--- src/rtl/controlador_edicion_rtc.sv ---
// controlador_edicion_rtc
// Edit-mode controller for the RTC field counters. Turns debounced button
// levels into a field-select code and single-cycle up/down step pulses.
// Holding a step button auto-repeats the pulse. Leaving edit mode emits a
// one-cycle commit strobe.
//
// Ports:
//   clk          system clock
//   reset        synchronous, active-high reset
//   btn_prog     rising edge toggles edit mode
//   btn_left     rising edge selects the previous field
//   btn_right    rising edge selects the next field
//   btn_up       increment, auto-repeats while held
//   btn_down     decrement, auto-repeats while held
//   en_count     selected field code (1..NUM_FIELDS), 0 outside edit mode
//   enUP         one-cycle increment pulse
//   enDOWN       one-cycle decrement pulse
//   edit_mode    high while editing
//   write_strobe one-cycle pulse when an edit session ends
//
// state    | meaning
// ---------+-----------------------------------------------------------
// S_IDLE   | not editing, waiting for a prog edge
// S_EDIT   | editing, field navigation and step edges accepted
// S_HOLD   | step button held, waiting REPEAT_DELAY for first repeat
// S_REPEAT | step button still held, pulsing every REPEAT_PERIOD
// S_COMMIT | single cycle that emits write_strobe before going idle

module controlador_edicion_rtc #(
    parameter int NUM_FIELDS    = 9,
    parameter int REPEAT_DELAY  = 50_000_000,
    parameter int REPEAT_PERIOD = 26_000_000
) (
    input  logic       clk,
    input  logic       reset,
    input  logic       btn_prog,
    input  logic       btn_left,
    input  logic       btn_right,
    input  logic       btn_up,
    input  logic       btn_down,
    output logic [3:0] en_count,
    output logic       enUP,
    output logic       enDOWN,
    output logic       edit_mode,
    output logic       write_strobe
);

    typedef enum logic [2:0] {
        S_IDLE   = 3'd0,
        S_EDIT   = 3'd1,
        S_HOLD   = 3'd2,
        S_REPEAT = 3'd3,
        S_COMMIT = 3'd4
    } state_t;

    localparam logic [26:0] DELAY_TC   = 27'(REPEAT_DELAY - 1);
    localparam logic [26:0] PERIOD_TC  = 27'(REPEAT_PERIOD - 1);
    localparam logic [3:0]  LAST_FIELD = 4'(NUM_FIELDS);

    state_t      state, state_d;
    logic [26:0] cnt, cnt_d;
    logic        dir_up, dir_up_d;
    logic        step_up, step_dn;

    logic [4:0]  btn, btn_prev, btn_edge;
    logic        prog_edge, left_edge, right_edge, up_edge, down_edge;

    logic [3:0]  en_count_d;
    logic        enUP_d, enDOWN_d, edit_mode_d, write_strobe_d;

    logic        held, opposite;
    logic [26:0] term_count;

    assign btn        = {btn_prog, btn_left, btn_right, btn_up, btn_down};
    assign btn_edge   = btn & ~btn_prev;
    assign prog_edge  = btn_edge[4];
    assign left_edge  = btn_edge[3];
    assign right_edge = btn_edge[2];
    assign up_edge    = btn_edge[1];
    assign down_edge  = btn_edge[0];

    // State, timer, edge history and registered outputs.
    // Prev registers reset to 1 so a button held through reset yields no edge.
    always_ff @(posedge clk) begin
        if (reset) begin
            state        <= S_IDLE;
            cnt          <= '0;
            dir_up       <= 1'b0;
            btn_prev     <= '1;
            en_count     <= '0;
            enUP         <= 1'b0;
            enDOWN       <= 1'b0;
            edit_mode    <= 1'b0;
            write_strobe <= 1'b0;
        end else begin
            state        <= state_d;
            cnt          <= cnt_d;
            dir_up       <= dir_up_d;
            btn_prev     <= btn;
            en_count     <= en_count_d;
            enUP         <= enUP_d;
            enDOWN       <= enDOWN_d;
            edit_mode    <= edit_mode_d;
            write_strobe <= write_strobe_d;
        end
    end

    assign held       = dir_up ? btn_up   : btn_down;
    assign opposite   = dir_up ? btn_down : btn_up;
    assign term_count = (state == S_HOLD) ? DELAY_TC : PERIOD_TC;

    // Next state, repeat timer and step events.
    always_comb begin
        state_d  = state;
        cnt_d    = cnt;
        dir_up_d = dir_up;
        step_up  = 1'b0;
        step_dn  = 1'b0;
        case (state)
            S_IDLE: begin
                if (prog_edge) begin
                    state_d = S_EDIT;
                    cnt_d   = '0;
                end
            end
            S_EDIT: begin
                if (prog_edge) begin
                    state_d = S_COMMIT;
                    cnt_d   = '0;
                end else if (up_edge && !btn_down) begin
                    state_d  = S_HOLD;
                    cnt_d    = '0;
                    dir_up_d = 1'b1;
                    step_up  = 1'b1;
                end else if (down_edge && !btn_up) begin
                    state_d  = S_HOLD;
                    cnt_d    = '0;
                    dir_up_d = 1'b0;
                    step_dn  = 1'b1;
                end
            end
            S_HOLD, S_REPEAT: begin
                if (prog_edge) begin
                    state_d = S_COMMIT;
                    cnt_d   = '0;
                end else if (!held || opposite) begin
                    state_d = S_EDIT;
                    cnt_d   = '0;
                end else if (cnt == term_count) begin
                    state_d = S_REPEAT;
                    cnt_d   = '0;
                    step_up = dir_up;
                    step_dn = !dir_up;
                end else begin
                    cnt_d = cnt + 27'd1;
                end
            end
            S_COMMIT: begin
                state_d = S_IDLE;
                cnt_d   = '0;
            end
            default: begin
                state_d = S_IDLE;
                cnt_d   = '0;
            end
        endcase
    end

    // Output values registered on the same edge as the state change.
    always_comb begin
        en_count_d     = en_count;
        enUP_d         = step_up;
        enDOWN_d       = step_dn;
        edit_mode_d    = (state_d == S_EDIT) || (state_d == S_HOLD) ||
                         (state_d == S_REPEAT);
        write_strobe_d = (state_d == S_COMMIT);
        if ((state_d == S_IDLE) || (state_d == S_COMMIT)) begin
            en_count_d = '0;
        end else if (state == S_IDLE) begin
            en_count_d = 4'd1;
        end else if ((state == S_EDIT) && (state_d == S_EDIT)) begin
            // Staying in EDIT means no step pulse was issued this cycle,
            // so navigation applies; simultaneous left+right cancel out.
            if (right_edge && !left_edge) begin
                en_count_d = (en_count == LAST_FIELD) ? 4'd1 : en_count + 4'd1;
            end else if (left_edge && !right_edge) begin
                en_count_d = (en_count == 4'd1) ? LAST_FIELD : en_count - 4'd1;
            end
        end
    end

endmodule

--- config.mk ---
export PLATFORM = sky130hd
export DESIGN_NAME = controlador_edicion_rtc
export DESIGN_NICKNAME = d
export VERILOG_FILES = /design/src/rtl/controlador_edicion_rtc.sv
export SDC_FILE = /design/constraint.sdc
export NUM_CORES = 1
export LEC_CHECK = 0
export BUFFER_PORTS_ARGS = -buffer_cell sky130_fd_sc_hd__buf_2
export CAP_MARGIN = 20
export CORE_MARGIN = 10
export CORE_UTILIZATION = 30
export DETAILED_ROUTE_END_ITERATION = 12
export PLACE_DENSITY = 0.53
export SKIP_LAST_GASP = 1
export SYNTH_ARGS = -nofsm -noshare
export SYNTH_HDL_FRONTEND = slang
export SYNTH_SLANG_ARGS = --single-unit
export TNS_END_PERCENT = 10
--- constraint.sdc ---
create_clock -name clk -period 2.7 [get_ports clk]
set_clock_uncertainty 0.05 [all_clocks]
set_input_delay 0.135 -clock clk [delete_from_list [all_inputs] [get_ports clk]]
set_output_delay 0.135 -clock clk [all_outputs]
set_load 0.05 [all_outputs]
Word-level counts from Yosys, hierarchy flattened
Cells that the tools add are included.
{"block": "classes", "mux": 40, "n_reduce_logical": 28, "add_sub_neg": 3, "n_eq_ne": 12, "n_bitwise": 3}
{"op": "27-bit 2-to-1 mux", "n": 7}
{"op": "27-bit case mux with 3 select lines", "n": 1}
{"op": "27-bit by 1-bit adder with 27-bit output, second input constant", "n": 1}
{"op": "27-bit by 26-bit equality test with 1-bit output", "n": 1}
{"op": "26-bit 2-to-1 mux", "n": 1}
{"op": "3-bit 2-to-1 mux", "n": 7}
{"op": "1-bit 2-to-1 mux", "n": 17}
{"op": "4-bit 2-to-1 mux", "n": 4}
{"op": "3-bit by 2-bit equality test with 1-bit output, second input constant", "n": 4}
{"op": "3-bit case mux with 3 select lines", "n": 1}
{"op": "3-bit by 1-bit equality test with 1-bit output, second input constant", "n": 2}
{"op": "1-bit zero test", "n": 6}
{"op": "3-bit zero test", "n": 2}
{"op": "2-bit AND reduction", "n": 3}
{"op": "2-bit nonzero test", "n": 3}
{"op": "5-bit AND", "n": 1}
{"op": "1-bit logical AND", "n": 5}
{"op": "5-bit inverter", "n": 1}
{"op": "4-bit by 1-bit adder with 4-bit output, second input constant", "n": 1}
{"op": "4-bit by 1-bit equality test with 1-bit output, second input constant", "n": 1}
{"op": "4-bit equality test, second input constant", "n": 1}
{"op": "1-bit logical OR", "n": 4}
{"op": "4-bit inequality test, second input constant", "n": 1}
{"op": "1-bit case mux with 2 select lines", "n": 2}
{"op": "other kinds (8)", "n": 9}
{"block": "word_totals", "register_bits": 44, "output_inout_bits": 8, "word_cells": 96, "inputBits": 7}

Longest topological paths before layout
{"block": "depth", "depth_word": 11, "depth_mapped": 9, "mapped_depth_nobuf": 8}

Least setup slack after synthesis
Ideal clock, no wire load.
{"block": "synth_path", "kind": "reg2reg", "from": "register state[1]", "to": "register cnt[20]", "period_less_slack_ns": 1.793, "arrival_time_ns": 1.604, "path_slack_ns": 0.907, "n_path_buf": 2, "path_stages_with_launch": 8, "required_ns": 2.511, "cell_sequence": "dfxtp_1 -> nor3b_2 -> or3_1 -> a221oi_2 -> o31a_1 -> buf_6 -> buf_6 -> nor3_1"}
{"block": "synth_between", "elab_chain_len": 7, "word_cells_on_any_way": 14, "cone_classes": "eq/ne: 6; mux: 5; reduce/logical: 3"}
{"element": "start, declared", "line_no": "60", "source": "state_t state, state_d;"}
{"element": "start signal, assigned", "line_no": "96", "source": "state <= state_d;"}
{"element": "3-bit by 2-bit equality test with 1-bit output", "line_no": "110, 119"}
{"element": "26-bit 2-to-1 mux", "line_no": "110", "source": "assign term_count = (state == S_HOLD) ? DELAY_TC : PERIOD_TC;"}
{"element": "27-bit by 26-bit equality test with 1-bit output", "line_no": "149", "source": "end else if (cnt == term_count) begin"}
{"element": "27-bit 2-to-1 mux", "line_no": "149"}
{"element": "27-bit 2-to-1 mux", "line_no": "146", "source": "end else if (!held || opposite) begin"}
{"element": "27-bit 2-to-1 mux", "line_no": "143", "source": "if (prog_edge) begin"}
{"element": "27-bit case mux with 3 select lines", "line_no": "119", "source": "case (state)"}
{"element": "end signal, assigned", "line_no": "97", "source": "cnt <= cnt_d;"}
{"element": "end, declared", "line_no": "61", "source": "logic [26:0] cnt, cnt_d;"}
Several ways; a longest one is shown, not always the timed one.
A chain may end at the register's enable or synchronous reset.

Final worst setup path
{"block": "layout_path", "from": "register state[0]", "to": "register cnt[11]"}
The elaborated chain is that of the path after synthesis.

==> metrics <==
Net count, final 304; pin count of the biggest net entering global routing between 40 and 50; sequential fraction of design power roughly 54%; Post-Synth XOR/XNOR Area under 10%; cell types with the largest area share after synthesis dfxtp_1 (34%), xnor2_1 (9.0%), a2111oi_4 (5.3%); vias in the first global route about 2,000; peak per-stage delay on the critical path 0.55 ns; Crit path arrival time 2.36 ns; die footprint around 0.013 mm2; hold path startpoint btn_down; aggregate global routing overflow 0; Skew-Pair Late Insertion Delay a little under 0.3 ns; number of max-slew violations in the final report 0; I/O pin count 15; worst-case clock buffer depth 2; Routed wire per std cell about 14 um; number of buffers added by the clock tree synthesis step 5; hold violation count in the final report 0; class of the worst hold path in -> reg; Crit path required time 2.79 ns; Post-Route Hold Slack between 0.04 and 0.05 ns; gate count after technology mapping 278; prevailing post-synth register cell dfxtp_1; first-pass GRT wire length 9790 um; count of standard-cell rows 34; source of the worst register-to-register timing path state[0]; worst-path maximum fanout 27; effective utilization at floorplan slightly above 30%; number of different library cells in the post-synthesis netlist slightly above 50; area of the mapped netlist 0.00262 mm2; max-cap check violation count 0; synthesis-to-finish area growth 10.4%; combinational group share of total power just under 8%; setup repair after global routing missed its margin no; Finish-stage setup viols 0; height of the chip 113 um; switching fraction of total power 22.5%; launching element of the worst setup path state[0]; Synth Net Count ~290; First DRT Iteration DRCs 82; result of the run finished, final reports clean; Root Driver clkbuf_8; Vias ~2,000; power density cells roughly 430 mW/mm2; Critical Path Sink Type flip-flop; remaining routing DRC violations 0; total half-perimeter wirelength after legalization and detailed placement just under 4000 um; warning count from the yosys run 0; critical-path cell with the highest stage delay dfxtp_1; Setup Crit Path Kind reg -> reg; total net switching power approximately 280 uW; horizontal die dimension roughly 110 um; Final Cell Area approximately 0.0029 mm2; layout cells sized above 1 about a fifth; number of enable flip-flop cells after synthesis 0; area post-placement ~0.0028 mm2; post-layout minimum cycle time 2.26 ns; basic-gate share of the synthesized area counting and, or, nand and nor cells 28.0%; final setup slack of the worst path approximately 0.44 ns; count of input and output buffers 14; Rel. slew slack roughly 39%; internal power ~960 uW; wire length reported by the detailed router ~5600 um; post-CTS repair timing setup buffer count 0; number of clock sinks between 40 and 50; static leakage ~0.88 nW; final critical-path share of the clock period approximately 84%; chain of cells forming the critical path nor3b_2 > or3_1 > a221oi_2 > o31a_1 > buf_4 > nor3_1; clock transition time at the flip-flop clock pins of the worst setup and hold paths 0.08 ns; part of the Yosys area used for sequential elements ~34%; clock network fraction of design power about two fifths; maximum vdd ir drop 0.225 mV; multiplexer share of the synthesized area 1.53%; top-area cell type share of the netlist area 33.7%; leading area contributor after synthesis dfxtp_1; main combinational cell family by area after synthesis simple AND/OR/NAND/NOR gates; transition time at the pin with the least slew margin just over 0.9 ns; GPL Wtd Cong 0.726; H-tree levels 2; initial antenna violation count 0; pre-CTS worst setup slack around 0.44 ns; remaining antenna violation count 0; syn avg cell area 9.41 um2; adder-cell share of the synthesized area ~3.3%; Synth Register Bits 44; total routing resource utilization after global routing a little under 9%; number of iterations in the first detailed-routing pass 4; area of the core ~0.0086 mm2; Vias per Instance roughly 5.0; setup TNS 0 ns; total power between 1 and 1.5 mW; TritonCTS clock tree done; antenna cell count 0; highest clock rate 442 MHz; compound-gate portion of the synthesized area 18.3%; async set-reset flop share out of synthesis 0%; nature of the critical path startpoint flip-flop
-- power by group through the flow --
stage / combinational, mW / sequential [mW] / clock, mW
global placement: 0.0931 / 0.678 / 0
CTS: 0.0981 / 0.663 / 0.490
finish: 0.0961 / 0.663 / 0.474
global route: 0.110 / 0.665 / 0.518
detailed placement: 0.0943 / 0.679 / 0
floorplan: 0.0710 / 0.683 / 0
-- layer usage --
metal	routed length, um	track usage, %	vias to the layer above
li1	-	-	1041
met1	2850	12.0	939
met2	2470	13.7	21
met3	204	2.41	2
met4	30	2.28	0
met5	0	0	-
-- layout make-up --
cell class              instances  area [um2]
clock inverters                 1        30.0
repair buffers                 22         150
flip-flops and latches         44         881
multi-input cells             204        1570
well taps                     108         135
fillers                       906        5710
inverters                      13        48.8
clock buffers                   5        68.8
-- logic make-up (layout without fill, tap and decap cells) --
| logic type | count (synthesis) | count (layout) |
|---|---|---|
| xor+xnor | 27 | 27 |
| compound gates | 49 | 49 |
| mux | 4 | 4 |
| buf+inv | 30 | 41 |
| simple gates | 117 | 117 |
| flops | 44 | 44 |
| fa+ha+maj | 7 | 7 |
-- path summary, 6_finish.rpt --
path	end	slack [ns]	cells after the start
hold reg to reg	dir_up	0.43	2
setup / recovery	cnt[11]	0.44	6
hold / removal	btn_prev[0]	0.05	2
setup reg to reg	cnt[11]	0.44	6
-- state kept, by name, summed over array words and instances, names as in the netlist --
| signal | cells |
|---|---|
| btn_prev | 5 |
| enUP | 1 |
| dir_up | 1 |
| en_count | 4 |
| write_strobe | 1 |
| state | 3 |
| enDOWN | 1 |
| cnt | 27 |
| edit_mode | 1 |
-- cell usage after synthesis (4+ instances only) --
cell and number:
and4_1 6, or2_2 7, inv_1 13, buf_6 5
a211oi_1 14, a21oi_1 9, nor3_1 23, dfxtp_1 44
nor2_1 11, a2111oi_4 5, nand2b_1 4, nand3_1 13
clkbuf_1 7, ha_1 7, mux2i_1 4, xnor2_1 27
nor3_2 7, nand2_1 16
-- cell usage in the layout, fill, tap and decap left out, types with 3 or more instances in the layout --
master         instances
nor3_1                23
a2111oi_2              3
nor3b_2                3
nand3_1               13
ha_1                   7
dfxtp_1               44
nand2_1               16
and3_1                 3
buf_4                  4
dlygate4sd3_1          3
nor2_1                11
mux2i_1                4
a2111oi_4              5
and4_1                 6
clkbuf_8               5
a211oi_1              14
buf_2                 14
or2_2                  7
nand4_1                3
nand2b_1               4
nor4_1                 3
xnor2_1               27
inv_1                 13
a21oi_1                9
nor3_2                 7
-- worst max-delay path: cells and delay by family, from the launching register on --
kind            cells  cell delay (ns)
compound gates      2             0.60
buf+inv             1             0.32
flops               1             0.55
simple gates        3             0.59
-- timing repair --
| action | 4_1_cts | 5_1_grt |
|---|---|---|
| gates resized for setup | 0 | 0 |
| endpoints found under the hold margin | 3 | 0 |
| hold buffers | 3 | 0 |
| setup endpoints to repair | 0 | 0 |
-- metrics by stage --
step / instances / util (%)
floorplan: 278 / -
global placement: 388 / 32.1
detailed placement: 388 / 32.1
CTS: 397 / 33.6
global route: 397 / 33.6
finish: 397 / 33.6
Power figures use the tool's default switching activity.
